==> src/rtl/ex_pkg.sv <==
// ex_pkg: shared types and constants for the execute stage.
//   XLEN       datapath width (only 32 is supported)
//   alu_op_t   4-bit operation codes, including the reserved ones
//   ex_state_t iterative-unit states (idle, shifting, multiplying)
// The multiplier is built only when EX_MUL_EN is defined.
package ex_pkg;

    localparam int unsigned XLEN     = 32;
    localparam int unsigned MulIters = 32;
    // Wide enough to hold MulIters.
    localparam int unsigned CntW     = 6;

    typedef enum logic [3:0] {
        OpAdd   = 4'd0,
        OpSub   = 4'd1,
        OpAnd   = 4'd2,
        OpOr    = 4'd3,
        OpXor   = 4'd4,
        OpSlt   = 4'd5,
        OpSltu  = 4'd6,
        OpSll   = 4'd7,
        OpSrl   = 4'd8,
        OpSra   = 4'd9,
        OpMul   = 4'd10,
        OpRes11 = 4'd11,
        OpRes12 = 4'd12,
        OpRes13 = 4'd13,
        OpRes14 = 4'd14,
        OpRes15 = 4'd15
    } alu_op_t;

    typedef enum logic [1:0] {
        StIdle  = 2'd0,
        StShift = 2'd1,
        StMul   = 2'd2
    } ex_state_t;

    function automatic logic is_shift_op(input alu_op_t op);
        return (op == OpSll) || (op == OpSrl) || (op == OpSra);
    endfunction

endpackage

==> src/rtl/ex_if.sv <==
// ex_if: ID/EX input bundle and EX/MEM output bundle of the execute stage.
//   master: the surrounding pipeline (drives operands/controls and out_ready)
//   slave : ex_stage (drives in_ready, the registered result bundle and busy)
interface ex_if;
    import ex_pkg::*;

    logic            in_valid;
    logic            in_ready;
    logic [XLEN-1:0] data_in_1;
    logic [XLEN-1:0] data_in_2;
    logic [XLEN-1:0] imm_in;
    logic [4:0]      rd_in;
    logic [3:0]      alu_op_in;
    logic            alusrc_in;
    logic            pcsrc_in;
    logic            memtoreg_in;
    logic            we_in;
    logic            reg_en_in;

    logic            out_valid;
    logic            out_ready;
    logic [XLEN-1:0] result_out;
    logic [XLEN-1:0] store_data_out;
    logic [4:0]      rd_out;
    logic            memtoreg_out;
    logic            we_out;
    logic            reg_en_out;
    logic            branch_taken_out;
    logic            busy;

    modport master (
        output in_valid, data_in_1, data_in_2, imm_in, rd_in, alu_op_in, alusrc_in,
               pcsrc_in, memtoreg_in, we_in, reg_en_in, out_ready,
        input  in_ready, out_valid, result_out, store_data_out, rd_out, memtoreg_out,
               we_out, reg_en_out, branch_taken_out, busy
    );

    modport slave (
        input  in_valid, data_in_1, data_in_2, imm_in, rd_in, alu_op_in, alusrc_in,
               pcsrc_in, memtoreg_in, we_in, reg_en_in, out_ready,
        output in_ready, out_valid, result_out, store_data_out, rd_out, memtoreg_out,
               we_out, reg_en_out, branch_taken_out, busy
    );

endinterface

==> src/rtl/ex_iter_unit.sv <==
// ex_iter_unit: iterative shifter (1 bit/cycle) and, when EX_MUL_EN is defined,
// a 32-iteration radix-2 shift-add multiplier.
//   clock, reset  rising-edge clock, asynchronous active-high reset
//   start         load operands and begin (only for iterative operations)
//   abort         squash the running operation and return to idle
//   op, a, b      operation, operand A, operand B (shift amount is b[4:0])
//   done          result valid this cycle (combinational, last iteration)
//   busy          an operation is in progress
//   result        final value, meaningful while done is high
module ex_iter_unit
    import ex_pkg::*;
(
    input  logic            clock,
    input  logic            reset,
    input  logic            start,
    input  logic            abort,
    input  alu_op_t         op,
    input  logic [XLEN-1:0] a,
    input  logic [XLEN-1:0] b,
    output logic            done,
    output logic            busy,
    output logic [XLEN-1:0] result
);

    ex_state_t       state_q, state_d;
    logic [CntW-1:0] cnt_q;
    logic [XLEN-1:0] acc_q, acc_step;
    logic            shift_left_q, shift_arith_q;
    logic            last_iter;

`ifdef EX_MUL_EN
    logic [XLEN-1:0] mcand_q, mplier_q;
`else
    logic unused_b;
    assign unused_b = ^b[XLEN-1:5];
`endif

    assign last_iter = (cnt_q == CntW'(1));

    always_ff @(posedge clock or posedge reset) begin
        if (reset) begin
            state_q <= StIdle;
        end else begin
            state_q <= state_d;
        end
    end

    always_comb begin
        state_d = state_q;
        case (state_q)
            StIdle: begin
                if (start && !abort) begin
`ifdef EX_MUL_EN
                    state_d = (op == OpMul) ? StMul : StShift;
`else
                    state_d = StShift;
`endif
                end
            end
            StShift, StMul: begin
                if (abort || last_iter) state_d = StIdle;
            end
            default: state_d = StIdle;
        endcase
    end

    always_comb begin
        busy   = (state_q != StIdle);
        done   = busy && last_iter && !abort;
        // The output register captures the value the final iteration produces.
        result = acc_step;
    end

    always_comb begin
        acc_step = acc_q;
        case (state_q)
            StShift: begin
                acc_step = shift_left_q ? {acc_q[XLEN-2:0], 1'b0}
                                        : {shift_arith_q & acc_q[XLEN-1], acc_q[XLEN-1:1]};
            end
`ifdef EX_MUL_EN
            StMul: acc_step = mplier_q[0] ? (acc_q + mcand_q) : acc_q;
`endif
            default: acc_step = acc_q;
        endcase
    end

    always_ff @(posedge clock or posedge reset) begin
        if (reset) begin
            cnt_q         <= '0;
            acc_q         <= '0;
            shift_left_q  <= 1'b0;
            shift_arith_q <= 1'b0;
`ifdef EX_MUL_EN
            mcand_q       <= '0;
            mplier_q      <= '0;
`endif
        end else if (abort) begin
            cnt_q <= '0;
        end else if (state_q == StIdle) begin
            if (start) begin
                shift_left_q  <= (op == OpSll);
                shift_arith_q <= (op == OpSra);
`ifdef EX_MUL_EN
                mcand_q       <= a;
                mplier_q      <= b;
                if (op == OpMul) begin
                    cnt_q <= CntW'(MulIters);
                    acc_q <= '0;
                end else begin
                    cnt_q <= CntW'(b[4:0]);
                    acc_q <= a;
                end
`else
                cnt_q <= CntW'(b[4:0]);
                acc_q <= a;
`endif
            end
        end else begin
            acc_q <= acc_step;
            cnt_q <= cnt_q - CntW'(1);
`ifdef EX_MUL_EN
            mcand_q  <= {mcand_q[XLEN-2:0], 1'b0};
            mplier_q <= {1'b0, mplier_q[XLEN-1:1]};
`endif
        end
    end

endmodule

==> src/rtl/ex_stage.sv <==
// ex_stage: execute stage of the in-order RISC-V pipeline.
//   clock, reset  rising-edge clock, asynchronous active-high reset
//   flush         synchronous squash of the in-flight and held instruction
//   bus (slave)   ID/EX bundle in with valid/ready, EX/MEM bundle out with
//                 valid/ready, plus busy while a shift or multiply iterates
// Single-cycle ALU ops complete at the accept edge; non-zero shifts take shamt
// cycles and MUL takes 32 cycles (MUL only when EX_MUL_EN is defined; otherwise
// opcode 10 is reserved and yields 0).
module ex_stage
    import ex_pkg::*;
(
    input  logic clock,
    input  logic reset,
    input  logic flush,
    ex_if.slave  bus
);

    alu_op_t         op;
    logic [XLEN-1:0] opa, opb, alu_res, iter_result;
    logic [4:0]      shamt;
    logic            is_iter, in_ready, accept, iter_start, iter_done, iter_busy;

    logic            out_valid_q;
    logic [XLEN-1:0] result_q, store_data_q;
    logic [4:0]      rd_q;
    logic            memtoreg_q, we_q, reg_en_q, branch_taken_q;

    assign op    = alu_op_t'(bus.alu_op_in);
    assign opa   = bus.data_in_1;
    assign opb   = bus.alusrc_in ? bus.imm_in : bus.data_in_2;
    assign shamt = opb[4:0];

    always_comb begin
        is_iter = is_shift_op(op) && (shamt != 5'd0);
`ifdef EX_MUL_EN
        if (op == OpMul) is_iter = 1'b1;
`endif
    end

    assign in_ready   = !iter_busy && (!out_valid_q || bus.out_ready) && !flush;
    assign accept     = bus.in_valid && in_ready;
    assign iter_start = accept && is_iter;

    always_comb begin
        alu_res = '0;
        case (op)
            OpAdd:  alu_res = opa + opb;
            OpSub:  alu_res = opa - opb;
            OpAnd:  alu_res = opa & opb;
            OpOr:   alu_res = opa | opb;
            OpXor:  alu_res = opa ^ opb;
            OpSlt:  alu_res = {{(XLEN-1){1'b0}}, $signed(opa) < $signed(opb)};
            OpSltu: alu_res = {{(XLEN-1){1'b0}}, opa < opb};
            // Reaches this path only with shamt == 0.
            OpSll, OpSrl, OpSra: alu_res = opa;
            default: alu_res = '0;
        endcase
    end

    ex_iter_unit u_iter (
        .clock  (clock),
        .reset  (reset),
        .start  (iter_start),
        .abort  (flush),
        .op     (op),
        .a      (opa),
        .b      (opb),
        .done   (iter_done),
        .busy   (iter_busy),
        .result (iter_result)
    );

    always_ff @(posedge clock or posedge reset) begin
        if (reset) begin
            out_valid_q    <= 1'b0;
            result_q       <= '0;
            store_data_q   <= '0;
            rd_q           <= '0;
            memtoreg_q     <= 1'b0;
            we_q           <= 1'b0;
            reg_en_q       <= 1'b0;
            branch_taken_q <= 1'b0;
        end else begin
            if (flush) begin
                out_valid_q <= 1'b0;
            end else if (accept && !is_iter) begin
                out_valid_q <= 1'b1;
                result_q    <= alu_res;
            end else if (iter_done) begin
                out_valid_q <= 1'b1;
                result_q    <= iter_result;
            end else if (bus.out_ready) begin
                out_valid_q <= 1'b0;
            end
            // Side-band is captured at accept; accept only happens when the
            // output register is empty or being drained this cycle.
            if (accept) begin
                store_data_q   <= bus.data_in_2;
                rd_q           <= bus.rd_in;
                memtoreg_q     <= bus.memtoreg_in;
                we_q           <= bus.we_in;
                reg_en_q       <= bus.reg_en_in;
                branch_taken_q <= bus.pcsrc_in && (bus.data_in_1 == bus.data_in_2);
            end
        end
    end

    assign bus.in_ready         = in_ready;
    assign bus.out_valid        = out_valid_q;
    assign bus.result_out       = result_q;
    assign bus.store_data_out   = store_data_q;
    assign bus.rd_out           = rd_q;
    assign bus.memtoreg_out     = memtoreg_q;
    assign bus.we_out           = we_q;
    assign bus.reg_en_out       = reg_en_q;
    assign bus.branch_taken_out = branch_taken_q;
    assign bus.busy             = iter_busy;

endmodule

==> src/flat_wrapper.sv <==
// flat-port wrapper written by rule: the top's interface ports become plain ports
module ex_stage_flat import ex_pkg::*;
  (clock, reset, flush, bus_in_valid, bus_data_in_1, bus_data_in_2, bus_imm_in, bus_rd_in, bus_alu_op_in, bus_alusrc_in, bus_pcsrc_in, bus_memtoreg_in, bus_we_in, bus_reg_en_in, bus_out_ready, bus_in_ready, bus_out_valid, bus_result_out, bus_store_data_out, bus_rd_out, bus_memtoreg_out, bus_we_out, bus_reg_en_out, bus_branch_taken_out, bus_busy);
  ex_if bus_i ();
  input  logic clock;
  input  logic reset;
  input  logic flush;
  input wire logic [$bits(bus_i.in_valid)-1:0] bus_in_valid;
  input wire logic [$bits(bus_i.data_in_1)-1:0] bus_data_in_1;
  input wire logic [$bits(bus_i.data_in_2)-1:0] bus_data_in_2;
  input wire logic [$bits(bus_i.imm_in)-1:0] bus_imm_in;
  input wire logic [$bits(bus_i.rd_in)-1:0] bus_rd_in;
  input wire logic [$bits(bus_i.alu_op_in)-1:0] bus_alu_op_in;
  input wire logic [$bits(bus_i.alusrc_in)-1:0] bus_alusrc_in;
  input wire logic [$bits(bus_i.pcsrc_in)-1:0] bus_pcsrc_in;
  input wire logic [$bits(bus_i.memtoreg_in)-1:0] bus_memtoreg_in;
  input wire logic [$bits(bus_i.we_in)-1:0] bus_we_in;
  input wire logic [$bits(bus_i.reg_en_in)-1:0] bus_reg_en_in;
  input wire logic [$bits(bus_i.out_ready)-1:0] bus_out_ready;
  output wire logic [$bits(bus_i.in_ready)-1:0] bus_in_ready;
  output wire logic [$bits(bus_i.out_valid)-1:0] bus_out_valid;
  output wire logic [$bits(bus_i.result_out)-1:0] bus_result_out;
  output wire logic [$bits(bus_i.store_data_out)-1:0] bus_store_data_out;
  output wire logic [$bits(bus_i.rd_out)-1:0] bus_rd_out;
  output wire logic [$bits(bus_i.memtoreg_out)-1:0] bus_memtoreg_out;
  output wire logic [$bits(bus_i.we_out)-1:0] bus_we_out;
  output wire logic [$bits(bus_i.reg_en_out)-1:0] bus_reg_en_out;
  output wire logic [$bits(bus_i.branch_taken_out)-1:0] bus_branch_taken_out;
  output wire logic [$bits(bus_i.busy)-1:0] bus_busy;
  assign bus_i.in_valid = bus_in_valid;
  assign bus_i.data_in_1 = bus_data_in_1;
  assign bus_i.data_in_2 = bus_data_in_2;
  assign bus_i.imm_in = bus_imm_in;
  assign bus_i.rd_in = bus_rd_in;
  assign bus_i.alu_op_in = bus_alu_op_in;
  assign bus_i.alusrc_in = bus_alusrc_in;
  assign bus_i.pcsrc_in = bus_pcsrc_in;
  assign bus_i.memtoreg_in = bus_memtoreg_in;
  assign bus_i.we_in = bus_we_in;
  assign bus_i.reg_en_in = bus_reg_en_in;
  assign bus_i.out_ready = bus_out_ready;
  assign bus_in_ready = bus_i.in_ready;
  assign bus_out_valid = bus_i.out_valid;
  assign bus_result_out = bus_i.result_out;
  assign bus_store_data_out = bus_i.store_data_out;
  assign bus_rd_out = bus_i.rd_out;
  assign bus_memtoreg_out = bus_i.memtoreg_out;
  assign bus_we_out = bus_i.we_out;
  assign bus_reg_en_out = bus_i.reg_en_out;
  assign bus_branch_taken_out = bus_i.branch_taken_out;
  assign bus_busy = bus_i.busy;
  ex_stage u_core (.clock(clock), .reset(reset), .flush(flush), .bus(bus_i));
endmodule
==> config.mk <==
export PLATFORM = sky130hd
export DESIGN_NAME = ex_stage_flat
export DESIGN_NICKNAME = d
export VERILOG_FILES = /design/src/rtl/ex_pkg.sv /design/src/rtl/ex_if.sv /design/src/rtl/ex_iter_unit.sv /design/src/rtl/ex_stage.sv /design/src/flat_wrapper.sv
export SDC_FILE = /design/constraint.sdc
export NUM_CORES = 1
export LEC_CHECK = 0
export ABC_AREA = 0
export CAP_MARGIN = 20
export CORE_MARGIN = 10
export CORE_UTILIZATION = 30
export CTS_CLUSTER_DIAMETER = 100
export DETAILED_ROUTE_END_ITERATION = 8
export SLEW_MARGIN = 10
export SYNTH_ARGS = -nofsm -noshare
export SYNTH_HDL_FRONTEND = slang
export SYNTH_SLANG_ARGS = --single-unit
==> constraint.sdc <==
create_clock -name clock -period 9.6 [get_ports clock]
set_input_delay 1.92 -clock clock [delete_from_list [all_inputs] [get_ports clock]]
set_output_delay 1.92 -clock clock [all_outputs]
set_load 0.01 [all_outputs]
==> results of run 1 <==
layer usage:
layer,track usage,wire [microns],up-vias,share of wire
met3,0.05815,4574,61,0.091
met5,0,0,-,0
met4,0.05700,1022,0,0.020
met1,0.2770,22530,5691,0.45
met2,0.3129,22030,543,0.44
li1,-,-,5617,-
cell usage after synthesis, drive strengths merged, types with 5 or more instances:
library cell | count | area [sq um]
a2111oi | 6 | 77.57
nand4 | 11 | 68.82
o21bai | 13 | 97.59
a211oi | 8 | 60.06
a221oi | 23 | 214.0
inv | 98 | 367.9
nor2b | 18 | 112.6
nor3 | 29 | 150.1
mux2 | 42 | 473.0
o221ai | 8 | 70.07
and2 | 5 | 31.28
a221o | 13 | 130.1
o22ai | 10 | 62.56
xnor2 | 33 | 289.0
o2111ai | 6 | 52.55
a22oi | 14 | 105.1
a21oi | 105 | 533.0
clkbuf | 66 | 247.7
buf | 29 | 141.4
nor4 | 12 | 81.33
a31oi | 21 | 146.4
a21o | 13 | 97.59
ha | 118 | 1476
dfrtp | 115 | 2878
o211ai | 22 | 170.2
o21a | 9 | 75.07
o31ai | 11 | 96.34
nand2b | 21 | 133.9
xor2 | 17 | 148.9
nor2 | 125 | 469.2
mux2i | 67 | 683.2
nand3 | 15 | 75.07
or3 | 7 | 43.79
nand2 | 126 | 473.0
o21ai | 178 | 890.9
kinds of logic after synthesis:
kind of cell               Yosys count  synth area share
AOI/OAI and AO/OA                  503            0.2782
xor gates and xnor gates            50           0.03697
adders and majority gates          120            0.1280
buffers and inverters              194           0.06423
DFF                                115            0.2430
muxes                              109           0.09761
and+or+nand+nor                    387            0.1520
flip-flops by register name, indices dropped and copies added (netlist names):
name                         flops
u_core.bus.branch_taken_out      1
u_core.bus.memtoreg_out          1
u_core.bus.out_valid             1
u_core.bus.rd_out                5
u_core.bus.reg_en_out            1
u_core.bus.result_out           32
u_core.bus.store_data_out       32
u_core.bus.we_out                1
u_core.u_iter.acc_q             32
u_core.u_iter.cnt_q              6
u_core.u_iter.shift_arith_q      1
u_core.u_iter.shift_left_q       1
u_core.u_iter.state_q            1
stage by stage:
step	hold slack, ns	total power [mW]	instance area, sq um
2_1_floorplan	0.4714	1.232	11840
3_3_place_gp	0.4823	1.675	14150
3_5_place_dp	0.4836	1.683	14160
4_1_cts	0.4976	2.406	14780
5_1_grt	0.5227	2.533	14780
6_report	0.4855	2.395	14780
worst register-to-register path: stages, from the launching register on:
cell     delay (ns)
dfrtp_2        0.63
nor3b_2        0.13
nand2_2        0.10
buf_4          0.56
or2_1          0.54
a21oi_2        0.09
buf_4          0.25
nand2_1        0.58
o21ai_0        0.24
a31oi_1        0.17
o21ai_0        0.11
area by class of cell:
class,instances,area (sq um),share of cell area
clock inverter,15,200.2,0.01354
multi-input combinational,1169,8228,0.5565
timing repair buffer,208,2029,0.1373
sequential,115,2879,0.1947
inverter,99,374.1,0.02530
tap,518,648.1,0.04384
clock buffer,17,425.4,0.02877
layout by cell type (no fill, tap or decap), types with 21 or more instances in the layout:
master / n
nor3_1: 27
clkdlybuf4s50_1: 189
inv_1: 96
xnor2_1: 33
nor2_1: 125
a221oi_1: 21
o21ai_0: 172
ha_1: 118
o211ai_1: 21
mux2i_1: 66
nand2_1: 125
dfrtp_1: 114
mux2_2: 42
a21oi_1: 103
where the power goes:
group	switching, mW	internal (mW)
Clock	0.293	0.417
Sequential	0.122	0.607
Combinational	0.527	0.429
worst max-delay path by stage:
stage	from	slack (ns)	cells after the start	to
floorplan	bus_alusrc_in	3.90	15	u_core.bus.result_out[22]
global placement	bus_alu_op_in[1]	3.53	12	u_core.bus.result_out[25]
detailed placement	bus_alu_op_in[1]	3.55	12	u_core.bus.result_out[15]
CTS	bus_alu_op_in[1]	4.01	12	u_core.bus.result_out[15]
global route	bus_alu_op_in[1]	3.75	12	u_core.bus.result_out[25]
finish	bus_alu_op_in[1]	3.95	12	u_core.bus.result_out[15]
==> impl_metrics.toml, run 1 <==
[layout]
area_growth_pct = 24.83
drive_above_1_share = 0.07640
antenna_cells_inserted = 0
fin_util = 0.3808
fill_cells = 4029
stdcell_count = 2141
final_nets = 1845

[setup_path]
required_ns = 9.88
crit_type = "in2reg"
path_cells = "clkdlybuf4s50_1 -> nand4b_1 -> nand2b_2 -> buf_4 -> o21a_1 -> or2_1 -> a21oi_2 -> buf_4 -> nand2_1 -> o21ai_0 -> a31oi_1 -> o21ai_0"
rr_worst_depth = 10
max_stage_delay_ns = 0.94
rrSetupSlack_ns = 6.01
r2r-end = "u_core.bus.result_out[15]"
cp_max_fo = 33
crit_buf_inv = 3
startpoint_type = "primary input"
endpoint_kind = "flop"
slowest_stage = "clkdlybuf4s50_1"
path_delay_family = "buffers and inverters"
worstReg2RegStart = "u_core.u_iter.state_q[0]"
worstPathArrival_ns = 5.92

[cts]
cts_tree = "yes"
cts_hold_buf = 0
cts_made_buffers = 17
post-cts-setup-buffers = 0
cts.clk_slew.worst_paths_ns = 0.07
clkLatencyLatePin_ns = 0.45
cts.sink_count = 115
cts_resized = 0
cts_root_buffer = "clkbuf_16"
clockBufferDepth = 2
htree_levels = 4

[placement]
port_buffers = 190
dp_slack_ns = 3.546
hpwl_mm = 38.71
post-place-cells = 2109
place_congestion = 0.9731

[hold_path]
holdPathStages = 2
min_from = "u_core.bus.result_out[20]"
min_to = "u_core.bus.result_out[20]"
hold_class = "reg2reg"

[timing]
worstMarginPinSlew_ns = 1.070
slew_violations = 0
fin_ws_ns = 3.954
slew_headroom = 0.2851
setup_viol = 0
fmax_ghz = 0.1771
finalCriticalPeriod_ns = 5.646
hold_viol_final = 0
setup_tns_ns = 0
rsz0062_at_grt = "no"
fin_worst_skew_ns = 0.01010
post-route-period-util = 0.5882

[synth]
yosys_register_bits = 115
synth_cells = 1478
synth_area_per_cell_sq_um = 8.013
syn_area_sq_um = 11840
ys_warn_count = 0
ys.flop_type = "dfrtp_1"
synthArstFlopShare = 1.000
synth_cell_types = 87
seq_area_frac_synth = 0.2430
synth_edf_count = 0
synth_nets = 1713

[floorplanning]
die_h_microns = 218.7
fp.dieArea_sq_um = 47830
io-pin-count = 191
coreArea_sq_um = 38830
fp.dieW_microns = 218.7
initial_core_util = 0.3050
rows = 72

[route]
wl_per_cell_microns = 23.43
ant_nets = 0
viasPerCell = 5.564
routed_wirelength_mm = 50.15
drt-initial-drc-count = 1092
vias = 11912
drc = 0
dr.pass1.iters = 5

[flow_run]
maxCapViolations = 0

[global_routing]
antenna_found_initial = 0
grt_pass1_wl_mm = 74.93
grtUsageTotal = 0.2053
grt_pass1_vias = 11633
grt-ovfl-total = 0
grt_max_degree = 84

[pwr]
cellLeakagePower_nw = 6.066
ir_drop_v = 0.0001269
powerDensity_nw_per_um2 = 162.0

[status]
run_status = "complete, no violations"
No activity file was read; power rests on OpenSTA's default activity.
==> inputs of run 2 (changes only) <==
Clock period 9.6 ns to 5.9 ns, I/O delays scaled along.
==> run 2 against run 1 <==
Net effect:
- sequential share of layout area about the same
- global-route usage fell by 0.067 points
- largest power group unchanged
- final cell count rose by 0.42%
- critical path type unchanged
==> impl_metrics.toml, run 2 (synthesized netlist as in run 1, its figures left out) <==
[cts]
cts_hold_buf = 0
cts_resized = 0
cts_made_buffers = 17
clkLatencyLatePin_ns = 0.46
cts_tree = "yes"
clockBufferDepth = 2
cts.sink_count = 115
cts_root_buffer = "clkbuf_16"
cts.clk_slew.worst_paths_ns = 0.06
htree_levels = 4
post-cts-setup-buffers = 0

[layout]
drive_above_1_share = 0.08088
fin_util = 0.3810
stdcell_count = 2150
final_nets = 1854
antenna_cells_inserted = 0
final_common_cell = "clkdlybuf4s50_1"
area_growth_pct = 24.90
final_area_sq_um = 14790
final_cell_mix = "189 x clkdlybuf4s50_1, 172 x o21ai_0, 125 x nand2_1, 125 x nor2_1, 118 x ha_1"
fill_cells = 3944

[pwr]
p_total_mw = 3.786
cellLeakagePower_nw = 6.083
powerDensity_nw_per_um2 = 256.0
ir_drop_v = 0.0002120

[status]
run_status = "complete, no violations"

[placement]
post-place-cells = 2118
port_buffers = 190
placed_cell_area_sq_um = 14220
place_congestion = 0.9794
hpwl_mm = 39.45
dp_slack_ns = 0.4952

[timing]
fmax_ghz = 0.2014
worstMarginPinSlew_ns = 1.147
slew_headroom = 0.2351
setup_viol = 0
finalCriticalPeriod_ns = 4.966
post-route-period-util = 0.8417
fin_ws_ns = 0.9339
slew_violations = 0
hold_slack_ns = 0.4895
rsz0062_at_grt = "no"
hold_viol_final = 0
setup_tns_ns = 0
fin_worst_skew_ns = 0.01495

[global_routing]
grtUsageTotal = 0.2046
grt_max_degree = 108
grt-ovfl-total = 0
grt_pass1_vias = 11862
grt_pass1_wl_mm = 74.81
antenna_found_initial = 0

[floorplanning]
fp.dieArea_sq_um = 47830
io-pin-count = 191
fp.dieW_microns = 218.7
rows = 72
coreArea_sq_um = 38830
initial_core_util = 0.3050
die_h_microns = 218.7

[flow_run]
maxCapViolations = 0

[setup_path]
r2r-end = "u_core.bus.result_out[15]"
worstReg2RegStart = "u_core.u_iter.state_q[0]"
rr_worst_depth = 8
cp_max_fo = 12
rrSetupSlack_ns = 2.82
required_ns = 6.24
worstPathArrival_ns = 5.31
endpoint_kind = "flop"
crit_type = "in2reg"
startpoint_type = "primary input"

[route]
ant_nets = 0
dr.pass1.iters = 6
drt-initial-drc-count = 1156
routed_wirelength_mm = 50.09
viasPerCell = 5.634
wl_per_cell_microns = 23.30
vias = 12113
drc = 0

[hold_path]
min_from = "u_core.bus.result_out[8]"
holdPathStages = 2
min_to = "u_core.bus.result_out[8]"
hold_class = "reg2reg"
-- run 2: how the worst max path moves through the flow --
stage                       start                   endpoint  slack, ns  cells after the start
finish              bus_alusrc_in  u_core.bus.result_out[22]       0.93                     13
global placement    bus_alusrc_in  u_core.bus.result_out[22]       0.62                     13
CTS                 bus_alusrc_in  u_core.bus.result_out[22]       0.98                     13
detailed placement  bus_alusrc_in  u_core.bus.result_out[22]       0.50                     13
global route        bus_alusrc_in  u_core.bus.result_out[22]       0.76                     13
floorplan           bus_alusrc_in  u_core.bus.result_out[22]       0.94                     15
-- run 2: cell type report --
type | instances | area (sq um) | area share
clock inverters | 14 | 130.1 | 0.008796
inverters | 99 | 374.1 | 0.02529
clock buffers | 18 | 439.2 | 0.02969
repair buffers | 217 | 2100 | 0.1419
well taps | 518 | 648.1 | 0.04381
multi-input cells | 1169 | 8223 | 0.5559
flip-flops and latches | 115 | 2879 | 0.1946
-- run 2: critical path, stage by stage --
cell and delay [ns]:
buf_2 0.35, buf_4 0.30, mux2i_1 0.34, ha_1 0.38, nor2b_1 0.13, o311ai_1 0.37
a21boi_1 0.16, nor3_1 0.74, o21ai_0 0.31, xnor2_1 0.19, a221oi_1 0.49, nor2_1 0.10
a211o_1 0.24
-- run 2: per-layer routing --
layer  up-vias  global-route usage  routed length, microns
li1       5630                   -                       -
met1      5920              0.2838                   23050
met2       499              0.3088                   21950
met3        64             0.04945                    3995
met4         0             0.05654                    1094
met5         -                   0                       0
-- run 2: report_power, final --
part           internal [mW]  switching (mW)  total (mW)
combinational          0.705           0.866        1.57
clock                  0.569           0.487        1.06
sequential             0.988           0.172        1.16
